===== config.mk =====
export PLATFORM = sky130hd
export DESIGN_NAME = reset_request_sequencer
export DESIGN_NICKNAME = d
export VERILOG_FILES = /design/src/rtl/reset_seq_pkg.sv /design/src/rtl/ACX_SYNCHRONIZER.sv /design/src/rtl/reset_seq_sync_bus.sv /design/src/rtl/reset_request_sequencer.sv
export SDC_FILE = /design/constraint.sdc
export NUM_CORES = 1
export LEC_CHECK = 0
export BUFFER_PORTS_ARGS = -buffer_cell sky130_fd_sc_hd__buf_2
export CAP_MARGIN = 20
export CORE_ASPECT_RATIO = 1.25
export CORE_MARGIN = 3
export CORE_UTILIZATION = 54
export CTS_BUF_LIST = sky130_fd_sc_hd__clkbuf_8
export DETAILED_ROUTE_END_ITERATION = 10
export GPL_TIMING_DRIVEN = 0
export PLACE_DENSITY = 0.79
export SLEW_MARGIN = 0
export SYNTH_ARGS = -nofsm -noshare
export SYNTH_HDL_FRONTEND = slang
export SYNTH_SLANG_ARGS = --single-unit
export TNS_END_PERCENT = 50

===== constraint.sdc =====
create_clock -name i_clk -period 2 [get_ports i_clk]
set_clock_uncertainty 0.05 [all_clocks]
set_input_delay 0.4 -clock i_clk [delete_from_list [all_inputs] [get_ports i_clk]]
set_output_delay 0.4 -clock i_clk [all_outputs]
set_load 0.02 [all_outputs]

===== src/rtl/reset_seq_pkg.sv =====
// Shared types for the master reset request sequencer.
// State encoding is exported on o_state, so values are fixed.
package reset_seq_pkg;

    localparam int SEQ_STATE_W = 3;

    typedef enum logic [SEQ_STATE_W-1:0] {
        ST_ASSERT    = 3'd0,
        ST_WAIT_LOCK = 3'd1,
        ST_RELEASE   = 3'd2,
        ST_RUN       = 3'd3
    } seq_state_t;

endpackage


===== src/rtl/ACX_SYNCHRONIZER.sv =====
// Two-flop synchroniser cell for a single asynchronous bit.
// Output clears to 0 while rstn is low.
module ACX_SYNCHRONIZER (
    input  logic clk,
    input  logic rstn,
    input  logic din,
    output logic dout
);

    logic meta;

    always_ff @(posedge clk or negedge rstn) begin
        if (!rstn) begin
            meta <= 1'b0;
            dout <= 1'b0;
        end else begin
            meta <= din;
            dout <= meta;
        end
    end

endmodule


===== src/rtl/reset_seq_sync_bus.sv =====
// Per-bit synchroniser array for the asynchronous sequencer inputs.
// Each bit is independent; no cross-bit coherency is implied.
module reset_seq_sync_bus #(
    parameter int WIDTH = 1
) (
    input  logic             i_clk,
    input  logic             i_rstn,
    input  logic [WIDTH-1:0] din,
    output logic [WIDTH-1:0] dout
);

    for (genvar g = 0; g < WIDTH; g++) begin : g_sync
        ACX_SYNCHRONIZER u_sync (
            .clk  (i_clk),
            .rstn (i_rstn),
            .din  (din[g]),
            .dout (dout[g])
        );
    end

endmodule


===== src/rtl/reset_request_sequencer.sv =====
// Master reset request: hold, wait for stable lock, release,
// then watch every domain leave reset and re-issue on faults.
module reset_request_sequencer
    import reset_seq_pkg::*;
#(
    parameter int NUM_DOMAINS        = 2,
    parameter int ASSERT_CYCLES      = 16,
    parameter int LOCK_STABLE_CYCLES = 8,
    parameter int RELEASE_TIMEOUT    = 256,
    parameter int CNT_W              = 8
) (
    input  logic                   i_clk,
    input  logic                   i_rstn,
    input  logic                   i_pll_lock,
    input  logic [NUM_DOMAINS-1:0] i_domain_rstn,
    input  logic                   i_sw_rst_req,
    input  logic                   i_clr_timeout,
    output logic                   o_rstn,
    output logic                   o_ready,
    output logic                   o_timeout,
    output logic [CNT_W-1:0]       o_reset_count,
    output logic [SEQ_STATE_W-1:0] o_state
);

    localparam int AW = $clog2(ASSERT_CYCLES);
    localparam int LW = (LOCK_STABLE_CYCLES > 1) ?
                        $clog2(LOCK_STABLE_CYCLES) : 1;
    localparam int TW = $clog2(RELEASE_TIMEOUT);

    localparam logic [AW-1:0] A_LAST = AW'(ASSERT_CYCLES - 1);
    localparam logic [LW-1:0] L_LAST = LW'(LOCK_STABLE_CYCLES - 1);
    localparam logic [TW-1:0] T_LAST = TW'(RELEASE_TIMEOUT - 1);

    logic                   lock_s;
    logic [NUM_DOMAINS-1:0] done_s;

    reset_seq_sync_bus #(
        .WIDTH (NUM_DOMAINS + 1)
    ) u_sync (
        .i_clk  (i_clk),
        .i_rstn (i_rstn),
        .din    ({i_domain_rstn, i_pll_lock}),
        .dout   ({done_s, lock_s})
    );

    seq_state_t      state;
    logic [AW-1:0]   a_cnt;
    logic [LW-1:0]   l_cnt;
    logic [TW-1:0]   t_cnt;
    logic            done_all;
    logic            run_exit;
    logic [CNT_W-1:0] count_inc;

    assign done_all = &done_s;
    assign run_exit = i_sw_rst_req | ~lock_s | ~done_all;
    assign o_state  = state;

    // Saturating: the count never wraps back to zero.
    assign count_inc = (o_reset_count == {CNT_W{1'b1}}) ?
                       o_reset_count : o_reset_count + 1'b1;

    always_ff @(posedge i_clk or negedge i_rstn) begin
        if (!i_rstn) begin
            state         <= ST_ASSERT;
            a_cnt         <= '0;
            l_cnt         <= '0;
            t_cnt         <= '0;
            o_rstn        <= 1'b0;
            o_ready       <= 1'b0;
            o_timeout     <= 1'b0;
            o_reset_count <= '0;
        end else begin
            // A timeout set later in this block overrides the clear.
            if (i_clr_timeout) begin
                o_timeout <= 1'b0;
            end
            unique case (state)
                ST_ASSERT: begin
                    o_rstn  <= 1'b0;
                    o_ready <= 1'b0;
                    if (i_sw_rst_req) begin
                        a_cnt <= '0;
                    end else if (a_cnt == A_LAST) begin
                        state <= ST_WAIT_LOCK;
                        a_cnt <= '0;
                        l_cnt <= '0;
                    end else begin
                        a_cnt <= a_cnt + 1'b1;
                    end
                end
                ST_WAIT_LOCK: begin
                    if (!lock_s) begin
                        l_cnt <= '0;
                    end else if (l_cnt == L_LAST) begin
                        state  <= ST_RELEASE;
                        o_rstn <= 1'b1;
                        l_cnt  <= '0;
                        t_cnt  <= '0;
                    end else begin
                        l_cnt <= l_cnt + 1'b1;
                    end
                end
                ST_RELEASE: begin
                    if (done_all) begin
                        state <= ST_RUN;
                        t_cnt <= '0;
                    end else if (!lock_s) begin
                        state         <= ST_ASSERT;
                        o_rstn        <= 1'b0;
                        o_reset_count <= count_inc;
                        a_cnt         <= '0;
                        t_cnt         <= '0;
                    end else if (t_cnt == T_LAST) begin
                        state         <= ST_ASSERT;
                        o_rstn        <= 1'b0;
                        o_timeout     <= 1'b1;
                        o_reset_count <= count_inc;
                        a_cnt         <= '0;
                        t_cnt         <= '0;
                    end else begin
                        t_cnt <= t_cnt + 1'b1;
                    end
                end
                ST_RUN: begin
                    if (run_exit) begin
                        state         <= ST_ASSERT;
                        o_rstn        <= 1'b0;
                        o_ready       <= 1'b0;
                        o_reset_count <= count_inc;
                        a_cnt         <= '0;
                    end else begin
                        o_ready <= 1'b1;
                    end
                end
                default: begin
                    state   <= ST_ASSERT;
                    o_rstn  <= 1'b0;
                    o_ready <= 1'b0;
                    a_cnt   <= '0;
                end
            endcase
        end
    end

endmodule


Yosys cells after proc, flatten, opt, wreduce, memory -nomap -nowiden:

Index checks and enable logic that the tools add are counted.

* output and inout bits: 14
* bits of input ports: 7
* word-level logic and storage cells: 97
* bits in registers: 35

* reductions and logical operators: 12
* muxes and demuxes: 47
* $add $sub $neg: 4
* bitwise gates (word level): 5
* eq/ne operators: 15

Operators by type and width (count)
* two-way mux 8 bit: 10
* two-way mux 3 bit: 12
* one-hot mux 8 bit (2 select lines): 2
* two-way mux 4 bit: 6
* adder 8 x 1 -> 8 bit (second input constant): 2
* == test 8 bit (second input constant): 2
* one-hot mux 4 bit (4 select lines): 1
* two-way mux 1 bit: 12
* one-hot mux 3 bit (4 select lines): 1
* != test 2 bit (second input constant): 5
* AND reduction 4 bit: 2
* == test 3 x 2 -> 1 bit (second input constant): 2
* one-hot mux 3 bit (2 select lines): 1
* AND reduction 3 bit: 2
* AND reduction 6 bit: 1
* nonzero test 2 bit: 3
* AND reduction 5 bit: 1
* adder 4 x 1 -> 4 bit (second input constant): 1
* == test 4 bit (second input constant): 1
* != test 4 bit (second input constant): 1
* adder 3 x 1 -> 3 bit (second input constant): 1
* == test 3 x 1 -> 1 bit (second input constant): 1
* == test 3 bit (second input constant): 1
* zero test 3 bit: 1
* 8 further kinds: 11

Logic depth before layout (Yosys ltp):

* word-level depth: 6
* gate-level depth with buffers: 8
* mapped depth without buffers: 7

By module:

Synthesis repeated with hierarchy kept, for this count alone.

* cell total of the unflattened synthesis: 163
* area total of the unflattened synthesis: 1746.7 sq um

Modules (own cells, without submodules)
* reset_request_sequencer: times used 1, cells an instance 157, seq. area each 700.7 sq um, area each 1596.5 sq um
* ACX_SYNCHRONIZER: times used 3, cells an instance 2, seq. area each 50.0 sq um, area each 50.0 sq um

Worst setup path after synthesis:

Ideal clock, no wire load.

* kind: register to register
* from: register state[0], in the netlist o_state[0]
* to: register t_cnt[5]
* arrival time: 1842 ps
* cell stages (with the launch flop): 7
* library setup time: 65 ps
* path slack: 42 ps
* required time: 1885 ps
* path buffers: 0
* clock period less this slack: 1958 ps
* path through: dfrtp_1 > inv_1 > ha_1 > nand3_2 > or3_4 > or3b_1 > nand2_1

* cells in the longest elaborated chain, start to end: 3
* elaborated cells on any way between the ends: 7
* those cells by class: 4 x eq/ne; 1 x mux; 2 x reduce/logical

Ends and longest elaborated chain
* start, declared: line reset_request_sequencer.sv:46 `seq_state_t state;`
* start signal, assigned: line reset_request_sequencer.sv:64 `state <= ST_ASSERT;`
* start signal, assigned: line reset_request_sequencer.sv:84 `state <= ST_WAIT_LOCK;`
* start signal, assigned: line reset_request_sequencer.sv:95 `state <= ST_RELEASE;`
* == test 3 x 1 -> 1 bit / == test 3 x 2 -> 1 bit (equally long branches): line reset_request_sequencer.sv:77 `unique case (state)`
* != test 2 x 1 -> 1 bit (no source line), or another cell as far along
* AND reduction 3 bit (no source line)
* end signal, assigned: line reset_request_sequencer.sv:121 `t_cnt <= t_cnt + 1'b1;`
* end, declared: line reset_request_sequencer.sv:49 `logic [TW-1:0] t_cnt;`

Several ways; a longest one is shown, not always the timed one.
A chain may end at the register's enable or synchronous reset.

Final worst setup path:

Ends and elaborated chain as after synthesis.

==> results.toml <==
[finish]
area_delta_synth_final_pct = 16.0
post_route_cells_drive_above_1_share_pct = 25.4
instances_no_fill = 229
fin_nets = 209
diodes = 0
finish.utilization_pct = 66.9

[cts]
cts_sinks = 34
postCtsHoldBufs = 0
cts_resized = 1
clock_latency_ns = 0.28
cts_buffers = 5
cts_tree = "done"
postCtsSetupRepairBufs = 0
cts_max_level = 2
root_buffer = "clkbuf_8"
clockBufferDepth = 2
cts.clk_slew.worst_paths_ns = 0.07

[run]
drv_cap = 0

[power_and_ir_drop]
p_leak_uw = 0.000930
sw_frac_of_total_pct = 36.7
ir_drop_v = 0.000745
p_clk_share_pct = 22.8
power.density_mw_per_mm2 = 1100
p_seq_share_pct = 42.0
power_switching_uw = 810
combinationalPowerShare_pct = 35.2
p_int_uw = 1400

[timing]
fin_tns_setup_ns = 0
fin_hold_ws_ns = 0.118
slew_viol_final = 0
fin_crit_sh_pct = 94.0
finalSetupViolCount = 0
finalHoldViolCount = 0
max_slew_margin_pct = 52.0
max_slew.worst_pin.slew_ns = 0.720
max_freq_mhz = 532
period_needed_ns = 1.88

[placement]
port_buffers = 19
dp_hpwl_um = 2370
place_inst = 221
gp_congestion = 0.778

[setup_path]
r2r-end = "t_cnt[5]"
crit_path_max_incr_delay_ns = 0.46
r2r-start = "o_state[0]"
worstPathArrival_ns = 2.06
r2r_cells = 7
setup.worst_path.end_class = "flip-flop"
cp-startpoint = "o_state[0]"
crit_path_start_kind = "flip-flop"
path_cells = "inv_2, ha_4, nor2b_1, a31oi_1, or3_4, or3b_1, nand2_1"
r2r_slack_ns = 0.12
critPathCapture = "t_cnt[5]"
crit_fanout = 8
crit_slowest_cell = "dfrtp_2"
cp.required_ns = 2.18
path_class = "flip-flop to flip-flop"

[route]
dr.pass1.iters = 4
drt_iter0_drc = 29
num_vias = 1333
drc = 0
wl_per_cell_um = 14.2
wl_um = 3260
drtAntennaViolNets = 0
viasPerCell = 5.82

[logic_synthesis]
syn_avg_cell_area_um2 = 10.4
synth_seq_cells = 34
yosys_most_used_dff = "dfrtp_1"
ys_types = 43
synth_common_cells = "dfrtp_1, nand2_1, o21ai_0, ha_1"
yosysWarnings = 0
seq_area_frac_synth_pct = 49.1
synth_area_mm2 = 0.00173
synth_top_area_share_pct = 49.1
postSynth.asyncResetShare_pct = 100
synthTopCellsByArea = "dfrtp_1, ha_1, o21ai_0, nand2_1, o31ai_1"
syn-num-nets = 183
synth_largest_area_cell = "dfrtp_1"
synth_edf_count = 0
synthCells = 166
post-synth-top-count-cell = "dfrtp_1"

[outcome]
status = "finished, final reports clean"

[grt]
use_met3_pct = 5.77
top_usage_layer = "met2"
use_met1_pct = 22.0
grt_pass1_wl_um = 5730
grt_pass1_vias = 1337
gr-usage-all-layers_pct = 18.6
antenna_found_initial = 0
grt_max_degree = 35
met2_usage_pct = 30.5
grt_overflow = 0

[worst_hold_path]
min_path_type = "input pin to asynchronous set/reset pin"

[floorplanning]
rows = 22
die_w_um = 56.7
coreArea_mm2 = 0.00300
io_pins = 21
start_util_pct = 57.7
dieHeight_um = 69.3
die_area_mm2 = 0.00393
flip-flops by register name, summed over array words and instances (netlist names):
signal / cells
a_cnt: 4
l_cnt: 3
o_ready: 1
o_reset_count: 8
o_rstn: 1
o_state: 2
o_timeout: 1
t_cnt: 8
u_sync.g_sync.u_sync.dout: 3
u_sync.g_sync.u_sync.meta: 3
placed cells by master (no fill, tap or decap), drive strengths merged, types with 2 or more instances in the layout:
cell / n
o21ai: 16
a31oi: 3
or3b: 2
ha: 10
dfrtp: 34
xnor2: 6
buf: 22
nand4: 5
or3: 2
nand2: 18
a22oi: 2
o31ai: 7
mux2: 2
inv: 7
clkbuf: 6
nand3: 11
nand2b: 4
and4: 2
and3: 4
nor2: 10
nor3: 4
logic make-up (layout without fill, tap and decap cells):
family	count (synthesis)	count (layout)	synth area share (%)
DFF	34	34	49.1
xor gates and xnor gates	7	7	3.54
other	1	1	0.217
and+or+nand+nor	66	66	21.7
muxes	2	2	1.52
buffers and inverters	9	36	2.82
AOI/OAI and AO/OA	37	37	13.8
adders and majority gates	10	10	7.23
cell type report:
cell class,instances,area (µm²)
fillers,240,992
multi-input cells,123,875
flip-flops and latches,34,853
repair buffers,19,95.1
clock buffers,6,82.6
well taps,36,45.0
plain buffers,3,26.3
inverters,6,22.5
clock inverters,2,8.76
critical path: cells and delay by family, from the launching register on:
family / cells / cell delay (ns)
compound gates: 1 / 0.07
buf+inv: 1 / 0.11
flops: 1 / 0.46
fa+ha+maj: 1 / 0.18
simple gates: 4 / 0.96
how the worst min path moves through the flow:
stage	cells after the start	end	slack (ns)	start
2_1_floorplan	0	a_cnt[0]	0.05	i_rstn
3_3_place_gp	0	u_sync.g_sync[2].u_sync.dout	0.28	u_sync.g_sync[2].u_sync.meta
3_5_place_dp	0	u_sync.g_sync[2].u_sync.dout	0.29	u_sync.g_sync[2].u_sync.meta
4_1_cts	1	t_cnt[3]	0.14	i_rstn
5_1_grt	1	u_sync.g_sync[0].u_sync.meta	0.16	i_pll_lock
6_report	1	t_cnt[2]	0.12	i_rstn
metrics by stage:
step	power, µW	setup slack, ns	area, µm²
after floorplan	1460	0.0424	1730
after global placement	1630	0.0210	1870
after detailed placement	1670	-0.0389	1870
after CTS	2180	0.0149	1970
after global routing	2380	-0.0775	2010
final	2210	0.119	2010
layer usage:
metal | vias up | part of all wire [%]
met5 | - | 0
met4 | 0 | 2.0
met3 | 6 | 4.8
met2 | 31 | 50
met1 | 642 | 43
li1 | 654 | -
power by group through the flow:
stage               registers [µW]  clock network [µW]  logic (µW)
floorplan                      970                   0         495
global placement               913                   0         718
detailed placement             927                   0         739
CTS                            916                 516         746
global route                   947                 550         878
finish                         927                 503         776
(Power assumes the default switching activity.)
